[config.mk]
export PLATFORM = sky130hd
export DESIGN_NAME = irq_pending_ctrl
export DESIGN_NICKNAME = d
export VERILOG_FILES = /design/src/rtl/irq_pkg.sv /design/src/rtl/irq_sync.sv /design/src/rtl/irq_pending_ctrl.sv
export SDC_FILE = /design/constraint.sdc
export NUM_CORES = 1
export LEC_CHECK = 0
export BUFFER_PORTS_ARGS = -buffer_cell sky130_fd_sc_hd__buf_2
export CORE_MARGIN = 3
export CORE_UTILIZATION = 40
export DETAILED_ROUTE_END_ITERATION = 10
export PLACE_DENSITY = 0.73
export RECOVER_POWER = 100
export SETUP_SLACK_MARGIN = 0.5
export SYNTH_ARGS = -nofsm -noshare
export SYNTH_HDL_FRONTEND = slang
export SYNTH_HIERARCHICAL = 1
export SYNTH_SLANG_ARGS = --single-unit
[constraint.sdc]
create_clock -name clk -period 2.4 [get_ports clk]
set_clock_uncertainty 0.15 [all_clocks]
set_input_delay 0 -clock clk [delete_from_list [all_inputs] [get_ports clk]]
set_output_delay 0 -clock clk [all_outputs]
set_load 0.1 [all_outputs]
[src/rtl/irq_pkg.sv]
// Shared definitions for the interrupt pending front-end.
package irq_pkg;

  localparam int NUM_IRQ = 4;
  localparam int ID_W    = $clog2(NUM_IRQ);

  // Per-line request type selected by irq_edge_mode
  localparam logic IRQ_MODE_LEVEL = 1'b0;
  localparam logic IRQ_MODE_EDGE  = 1'b1;

endpackage

[src/rtl/irq_sync.sv]
// Single-bit reset-to-0 synchronizer, SYNC_STAGES flops deep.
module irq_sync
  import irq_pkg::*;
#(
  parameter int SYNC_STAGES = 2
) (
  input  logic clk,
  input  logic rst_n,
  input  logic d,
  output logic q
);

  logic [SYNC_STAGES-1:0] sync_q;

  // Shift the asynchronous input through the flop chain
  always_ff @(posedge clk or negedge rst_n) begin
    if (!rst_n) begin
      sync_q <= '0;
    end else begin
      sync_q <= {sync_q[SYNC_STAGES-2:0], d};
    end
  end

  assign q = sync_q[SYNC_STAGES-1];

endmodule

[src/rtl/irq_pending_ctrl.sv]
// Interrupt front-end: synchronizes request lines, detects edge/level
// requests, holds them pending until acknowledged, and tracks lost edges.
module irq_pending_ctrl #(
  parameter int NUM_IRQ     = irq_pkg::NUM_IRQ,
  parameter int SYNC_STAGES = 2,
  parameter int ID_W        = irq_pkg::ID_W
) (
  input  logic               clk,
  input  logic               rst_n,
  input  logic [NUM_IRQ-1:0] irq_raw,
  input  logic [NUM_IRQ-1:0] irq_edge_mode,
  input  logic [NUM_IRQ-1:0] irq_mask,
  input  logic               ack_valid,
  input  logic [ID_W-1:0]    ack_id,
  input  logic [NUM_IRQ-1:0] ovf_clr,
  output logic [NUM_IRQ-1:0] interrupts,
  output logic [NUM_IRQ-1:0] pending,
  output logic [NUM_IRQ-1:0] overflow
);

  import irq_pkg::*;

  logic [NUM_IRQ-1:0] s;
  logic [NUM_IRQ-1:0] s_d;
  logic [NUM_IRQ-1:0] set_ev;
  logic [NUM_IRQ-1:0] ack_hit;
  logic [NUM_IRQ-1:0] ovf_ev;
  logic [NUM_IRQ-1:0] pending_q;
  logic [NUM_IRQ-1:0] overflow_q;

  for (genvar g = 0; g < NUM_IRQ; g++) begin : g_sync
    irq_sync #(
      .SYNC_STAGES(SYNC_STAGES)
    ) u_sync (
      .clk  (clk),
      .rst_n(rst_n),
      .d    (irq_raw[g]),
      .q    (s[g])
    );
  end

  // Delayed synchronized sample; tracks every cycle so a mode change never
  // fabricates an edge
  always_ff @(posedge clk or negedge rst_n) begin
    if (!rst_n) begin
      s_d <= '0;
    end else begin
      s_d <= s;
    end
  end

  // Per-line set, acknowledge-hit and lost-edge detection
  always_comb begin
    set_ev  = '0;
    ack_hit = '0;
    ovf_ev  = '0;
    for (int i = 0; i < NUM_IRQ; i++) begin
      set_ev[i]  = (irq_edge_mode[i] == IRQ_MODE_EDGE) ? (s[i] & ~s_d[i]) : s[i];
      // Out-of-range ids match no line and are ignored
      ack_hit[i] = ack_valid && (int'(ack_id) == i);
      // An edge arriving on an already-pending line is lost, unless the same
      // edge acknowledges it (then the new edge simply replaces the old one)
      ovf_ev[i]  = (irq_edge_mode[i] == IRQ_MODE_EDGE) && set_ev[i] &&
                   pending_q[i] && !ack_hit[i];
    end
  end

  // Pending register: set beats acknowledge, otherwise hold
  always_ff @(posedge clk or negedge rst_n) begin
    if (!rst_n) begin
      pending_q <= '0;
    end else begin
      pending_q <= set_ev | (pending_q & ~ack_hit);
    end
  end

  // Sticky overflow: a new overflow beats a simultaneous clear
  always_ff @(posedge clk or negedge rst_n) begin
    if (!rst_n) begin
      overflow_q <= '0;
    end else begin
      overflow_q <= ovf_ev | (overflow_q & ~ovf_clr);
    end
  end

  assign interrupts = pending_q & irq_mask;
  assign pending    = pending_q;
  assign overflow   = overflow_q;

endmodule

---- Word-level counts from Yosys, hierarchy flattened ----
Index checks and enable logic that the tools add are counted.
operators by class
  equality and inequality tests ........... 3
  mux-type cells .......................... 4
  bitwise logic cells ..................... 15
  reductions and logical operators ........ 21
operator list
  cell                  count
  $logic_and A1 B1 Y1   16
  $and A4 B4 Y4         3
  $not A4 Y4            2
  $or A4 B4 Y4          2
  $and A1 B1 Y1         4
  $eq A2 B2 Y1 const B  2
  $logic_not A1 Y1      4
  $mux W1               4
  $not A1 Y1            4
  $eq A2 B1 Y1 const B  1
  $logic_not A2 Y1      1
word-level totals
  flip-flop bits (word level) ............. 20
  word-level logic and storage cells ...... 50

---- Longest topological paths before layout ----
Gate-level depths: netlist of the first run.
  word-level depth ........................ 7
  depth in mapped cells ................... 2
  mapped depth without buffers ............ 2

---- Hierarchy ----
The synthesis of the first run kept the hierarchy.
modules (own cells, without submodules)
  module            instances  cells an instance  area an instance (um^2)  seq. area each (um^2)
  irq_pending_ctrl  1          40                 495.5                    300.3
  irq_sync          4          2                  50.0                     50.0

---- Worst setup path after synthesis of the first run ----
Ideal clock, no wire load.
  kind .................................... register -> output
  from .................................... reg pending_q[2], in the netlist pending[2]
  to ...................................... out interrupts[2]
  arrival ................................. 1.792 ns
  setup slack ............................. 0.458 ns
  cell stages (with the launch flop) ...... 2
  buffers on the path ..................... 0
  cell sequence ........................... dfrtp_1 and2_1
between the ends
  cells in the longest elaborated chain, start to end .. 1
ends and longest elaborated chain
  what                    line                    text
  from (decl)             irq_pending_ctrl.sv:28  logic [NUM_IRQ-1:0] pending_q;
  from (signal assigned)  irq_pending_ctrl.sv:73  pending_q <= set_ev | (pending_q & ~ack_hit);
  $and A4 B4 Y4           irq_pending_ctrl.sv:86  assign interrupts = pending_q & irq_mask;
  to (decl)               irq_pending_ctrl.sv:16  output logic [NUM_IRQ-1:0] interrupts,
Every way passes these cells.

---- Worst setup path after layout of the first run ----
Same ends and word-level chain as after synthesis.

==> results of run 1 <==
## registers in the layout (all words and copies together), names as in the netlist
signal                cells
s_d                       4
pending                   4
overflow                  4
g_sync.u_sync/sync_q      8
## cell type report
cell class                      instances  area, µm²
Inverter                                4       15.0
Timing Repair Buffer                   53        354
Multi-Input combinational cell         24        185
Clock buffer                            4       36.3
Fill cell                             134        465
Sequential cell                        20        500
Tap cell                               16       20.0
## layer usage
| metal | vias to the layer above | routed length, µm | track usage (%) |
|---|---|---|---|
| met2 | 24 | 697 | 27.4 |
| met3 | 0 | 94 | 3.76 |
| met4 | 0 | 0 | 8.06 |
| li1 | 284 | - | - |
| met1 | 270 | 656 | 18.0 |
| met5 | - | 0 | 0 |
## placed cells by master, fill, tap and decap left out
cell type | netlist | final
dlygate4sd3_1 | 0 | 21
dfrtp_1 | 20 | 20
buf_2 | 0 | 19
clkbuf_1 | 0 | 13
a22o_1 | 7 | 7
nand2_1 | 4 | 4
inv_1 | 4 | 4
and4b_1 | 4 | 4
and2_2 | 0 | 4
clkbuf_4 | 0 | 3
nand3b_1 | 2 | 2
or3b_1 | 1 | 1
a22o_2 | 1 | 1
nand3_1 | 1 | 1
clkbuf_8 | 0 | 1
## synthesized netlist by cell type (all sizes together)
cell type  number
and2            4
nand3b          2
nand3           1
dfrtp          20
a22o            8
or3b            1
inv             4
and4b           4
nand2           4
## worst min-delay path by stage
| stage | end | slack (ns) |
|---|---|---|
| 4_1_cts | overflow[1]$_DFF_PN0_ | 0.02 |
| 3_5_place_dp | overflow[0]$_DFF_PN0_ | -0.18 |
| 2_1_floorplan | g_sync[0].u_sync/sync_q[0]$_DFF_PN0_ | -0.45 |
| 6_report | g_sync[1].u_sync/sync_q[0]$_DFF_PN0_ | 0.18 |
| 5_1_grt | g_sync[2].u_sync/sync_q[0]$_DFF_PN0_ | 0.17 |
| 3_3_place_gp | overflow[0]$_DFF_PN0_ | -0.19 |
## per-stage QoR
step           hold slack (ns)  util [%]  power [mW]
2_1_floorplan           -0.446         -       0.525
3_3_place_gp            -0.194      55.9       0.569
3_5_place_dp            -0.183      55.9       0.571
4_1_cts                 0.0155      71.5       0.796
5_1_grt                  0.169      70.5       0.820
6_report                 0.182      70.5       0.784
## cells by family (layout without fill, tap and decap cells)
logic type | after synthesis | in the layout
AOI/OAI and AO/OA | 8 | 8
buffers and inverters | 4 | 61
and+or+nand+nor | 16 | 16
DFF | 20 | 20
## worst max-delay path, stage by stage, from the launching register on
cell and delay, ns:
dfrtp_1 0.39, and2_2 0.15, clkbuf_1 0.86
## power breakdown
part / total [mW] / switching, mW / internal (mW)
logic: 0.222 / 0.159 / 0.0623
clock network: 0.192 / 0.0992 / 0.0924
registers: 0.370 / 0.0124 / 0.358
total: 0.784 / 0.271 / 0.513
==> impl_metrics.json, run 1 <==
{
  "numPortBuffers": 32,
  "whs_path_depth": 2,
  "cp-startpoint": "pending[2]$_DFF_PN0_",
  "synth.top_cell.area_share_pct": 71.9,
  "relSlewSlack_pct": 22.3,
  "rsz0062_at_grt": "false",
  "wl_um": 1450,
  "grt_pass1_vias": 607,
  "min_path_type": "in -> reg",
  "synth_area_leaders": "dfrtp_1 (72%), a22o_1 (8.8%), and4b_1 (5.8%), and2_1 (3.6%), inv_1 (2.2%)",
  "area_growth_pct": 59.7,
  "place_ws_ns": 1.33,
  "final_cells": 121,
  "gp_congestion": 0.660,
  "ant_nets": 0,
  "pin_count": 33,
  "worst_ir_drop_vdd_uv": 433,
  "synth_compound_area_share_pct": 10.3,
  "insertion_delay_ns": 0.29,
  "hold_viol_final": 0,
  "cts_root_buf": "clkbuf_4",
  "syn_nets": 69,
  "crit_type": "reg -> out",
  "grt_max_degree": 21,
  "grt_usage_pct": 15.9,
  "final.setup.tns_ns": 0,
  "reg2reg_setup_slack_ns": 0.77,
  "core_area_mm2": 0.00158,
  "rows": 14,
  "first_pass_iters": 3,
  "hpwl_um": 901,
  "cts-buffers-inserted": 3,
  "dieArea_mm2": 0.00228,
  "n_antenna_cell": 0,
  "cp-end-kind": "output port",
  "setup_violations": 0,
  "grt_pass1_wl_um": 2440,
  "post-route-cell-area_mm2": 0.00111,
  "syn_area_per_cell_um2": 14.5,
  "rr_endpoint": "overflow[0]$_DFF_PN0_",
  "postCtsSetupRepairBufs": 0,
  "cts.sinks": 20,
  "clockBufferDepth": 2,
  "drc_errors": 0,
  "wire_per_inst_um": 12.0,
  "min_period_ns": 1.84,
  "synth_adder_area_share_pct": 0,
  "fp.dieW_um": 47.7,
  "ff2ff_path_depth": 3,
  "drive_gt1_share_pct": 26.7,
  "crit_required_ns": 2.25,
  "viasPerCell": 4.78,
  "synth_xor_area_share_pct": 0,
  "yosysWarnings": 6,
  "cts_tree": "done",
  "worst_pin_slew_ns": 1.17,
  "crit_path_end": "interrupts[2]",
  "yosys_register_bits": 20,
  "synth.area.mux_share_pct": 0,
  "synth_simple_gate_area_share_pct": 15.6,
  "post-route-period-util_pct": 76.7,
  "max_freq_mhz": 543,
  "maxCapViolCount": 0,
  "seq_area_frac_synth_pct": 71.9,
  "dp_cells": 96,
  "clk_pin_slew_ns": 0.11,
  "crit_fanout": 4,
  "place_area_um2": 881,
  "crit_arrival_ns": 1.69,
  "cp-start-kind": "flip-flop",
  "leakage_nw": 0.531,
  "synthCells": 48,
  "min_from": "irq_raw[1]",
  "cts-htree-levels": 1,
  "vias": 578,
  "syn_area_um2": 696,
  "start_util_pct": 44.1,
  "die_y_um": 47.7,
  "finalMaxSlewViolations": 0,
  "status": "finished, final reports clean",
  "ys_types": 10,
  "antenna_found_initial": 0,
  "post_cts_resized": 0,
  "nets": 127,
  "p_per_area_mw_per_mm2": 705,
  "cts_hold_buf": 21,
  "gr-total-overflow": 0,
  "synth_top_family_by_area": "simple AND/OR/NAND/NOR gates",
  "worstReg2RegStart": "g_sync[0].u_sync/sync_q[1]$_DFF_PN0_",
  "yosysTopAreaCell": "dfrtp_1",
  "worst_slack_ns": 0.560,
  "drtIter0Drc": 2
}
No activity file was read; power rests on OpenSTA's default activity.
==> run 2, diff against run 1 <==
--- a/config.mk
+++ b/config.mk
@@ -5,9 +5,10 @@
 export SDC_FILE = /design/constraint.sdc
 export NUM_CORES = 1
 export LEC_CHECK = 0
+export ABC_AREA = 1
 export BUFFER_PORTS_ARGS = -buffer_cell sky130_fd_sc_hd__buf_2
 export CORE_MARGIN = 3
-export CORE_UTILIZATION = 40
+export CORE_UTILIZATION = 39
 export DETAILED_ROUTE_END_ITERATION = 10
 export PLACE_DENSITY = 0.73
 export RECOVER_POWER = 100
==> constraint.sdc (replaced) <==
create_clock -name clk -period 1.6 [get_ports clk]
set_clock_uncertainty 0.15 [all_clocks]
set_input_delay 0 -clock clk [delete_from_list [all_inputs] [get_ports clk]]
set_output_delay 0 -clock clk [all_outputs]
set_load 0.1 [all_outputs]
==> run 2 against run 1 <==
Final cell count increased by 31%. Core utilization rose by 0.78 points. Global-route usage grew 0.12 points. Register-to-register slack worse by 0.32 ns. Power grew 72%. Critical endpoint is now pending[3]. Largest cell class unchanged. Highest routed layer is now met4.
==> impl_metrics.json, run 2 <==
{
  "internal_power_mw": 0.896,
  "seq_area_frac_synth_pct": 68.6,
  "syn_nets": 97,
  "post-route-cell-area_mm2": 0.00124,
  "hold_slack_ns": 0.0136,
  "hold_viol_final": 0,
  "pin_count": 33,
  "top_register": "g_sync.u_sync/sync_q",
  "worstReg2RegStart": "pending[2]$_DFF_PN0_",
  "min_period_ns": 1.43,
  "worst_ir_drop_vdd_uv": 879,
  "gr-total-overflow": 0,
  "drtIter0Drc": 6,
  "synth_area_leaders": "dfrtp_1 (69%), nand2_1 (14%), inv_1 (7.2%), nand3_1 (3.4%), nor2_1 (2.1%)",
  "dieArea_mm2": 0.00243,
  "worst_pin_slew_ns": 0.550,
  "min_path_type": "in -> async",
  "p_sw_mw": 0.450,
  "synthCells": 76,
  "insertion_delay_ns": 0.30,
  "relSlewSlack_pct": 63.5,
  "setup_violations": 0,
  "first_pass_iters": 2,
  "dp_cells": 133,
  "nets": 155,
  "crit_fanout": 2,
  "rows": 15,
  "gp_congestion": 0.655,
  "rsz0062_at_grt": "true",
  "final_cell_mix": "nand2_1 (23), buf_2 (22), dlygate4sd3_1 (16)",
  "cts-htree-levels": 1,
  "max_freq_mhz": 702,
  "synth_commonest_cells": "nand2_1 (28), dfrtp_1 (20), inv_1 (14)",
  "pwr-share-comb_pct": 27.7,
  "p_per_area_mw_per_mm2": 1080,
  "vias": 683,
  "crit_type": "reg -> out",
  "area_growth_pct": 70.5,
  "leakage_nw": 0.640,
  "largest_reg_flops": 8,
  "async_reset_ff_share_pct": 100,
  "cts_root_buf": "clkbuf_4",
  "switching_share_pct": 33.4,
  "cp-start-kind": "flip-flop",
  "final_cells": 158,
  "cp-startpoint": "pending[3]$_DFF_PN0_",
  "die_y_um": 49.2,
  "reg2reg_setup_slack_ns": 0.45,
  "synth_edf_count": 0,
  "clk_pin_slew_ns": 0.11,
  "ys.flop_type": "dfrtp_1",
  "syn_area_per_cell_um2": 9.60,
  "hpwl_um": 1020,
  "viasPerCell": 4.32,
  "grt_usage_pct": 16.0,
  "cts_tree": "done",
  "final.setup.tns_ns": 0,
  "clockBufferDepth": 2,
  "crit_arrival_ns": 1.28,
  "grt_max_degree": 21,
  "post-route-period-util_pct": 89.1,
  "yosysTopAreaCell": "dfrtp_1",
  "cp-end-kind": "output port",
  "grt_pass1_wl_um": 2940,
  "antenna_found_initial": 0,
  "numPortBuffers": 32,
  "yosys_register_bits": 20,
  "wire_per_inst_um": 11.1,
  "synth.top_cell.area_share_pct": 68.6,
  "grt_pass1_vias": 750,
  "cts.sinks": 20,
  "crit_required_ns": 1.45,
  "drive_gt1_share_pct": 43.6,
  "finalMaxSlewViolations": 0,
  "final_common_cell": "nand2_1",
  "yosysWarnings": 6,
  "ys_types": 9,
  "start_util_pct": 41.8,
  "rr_endpoint": "overflow[2]$_DFF_PN0_",
  "cts-buffers-inserted": 3,
  "ant_nets": 0,
  "synth_most_common_cell": "nand2_1",
  "clkPwrFrac_pct": 30.2,
  "maxCapViolCount": 0,
  "wl_um": 1760,
  "status": "finished, final reports clean",
  "power_frac_seq_pct": 42.1,
  "ff2ff_path_depth": 5,
  "core_area_mm2": 0.00175,
  "drc_errors": 0,
  "syn_area_um2": 729,
  "place_area_um2": 978,
  "fp.dieW_um": 49.2,
  "n_antenna_cell": 0
}
-- run 2: area by class of cell --
class | instances | area, µm²
fill | 128 | 502
inverter | 14 | 67.6
multi-input combinational | 42 | 214
clock buffer | 3 | 22.5
sequential | 20 | 520
clock inverter | 1 | 30.0
tap | 25 | 31.3
timing repair buffer | 53 | 358
-- run 2: metrics by stage --
stage	power [mW]	util, %	worst slack [ns]
after floorplan	0.820	-	0.274
after global placement	0.889	56.1	0.511
after detailed placement	0.895	56.1	0.499
after CTS	1.39	74.9	0.298
after global routing	1.39	71.3	0.138
final	1.35	71.3	0.175
-- run 2: logic make-up after synthesis --
group	synth area share [%]
flops	68.6
buf+inv	7.20
simple gates	21.6
compound gates	2.57
-- run 2: metal layers --
layer  share of wire [%]  up-vias  GRT usage (%)
met2                  55       20           28.6
li1                    -      341              -
met3                 4.8        2           2.45
met5                   0        -              0
met1                  39      320           18.0
met4                 1.2        0           8.53
-- run 2: worst max path at each step --
stage | slack, ns | cells past startpoint | endpoint
6_report | 0.17 | 2 | pending[3]
5_1_grt | 0.14 | 2 | pending[3]
4_1_cts | 0.30 | 3 | interrupts[1]
3_5_place_dp | 0.50 | 3 | interrupts[0]
3_3_place_gp | 0.51 | 3 | interrupts[0]
2_1_floorplan | 0.27 | 2 | interrupts[0]
-- run 2: timing repair --
| action | 4_1_cts | 5_1_grt |
|---|---|---|
| endpoints found under the hold margin | 32 | 0 |
| buffers inserted | 4 | 1 |
| setup endpoints to repair | 12 | 12 |
| hold buffers | 16 | 0 |
| gates resized for setup | 27 | 9 |
-- run 2: power by group through the flow --
stage	clock network [mW]	registers, mW	logic (mW)
after global placement	0	0.575	0.314
final	0.407	0.567	0.372
after detailed placement	0	0.578	0.317
after floorplan	0	0.705	0.115
after CTS	0.412	0.570	0.404
after global routing	0.429	0.572	0.391
-- run 2: worst max-delay path: stages, from the launching register on --
cell and delay (ns):
dfrtp_4 0.44, clkbuf_1 0.11, buf_2 0.43
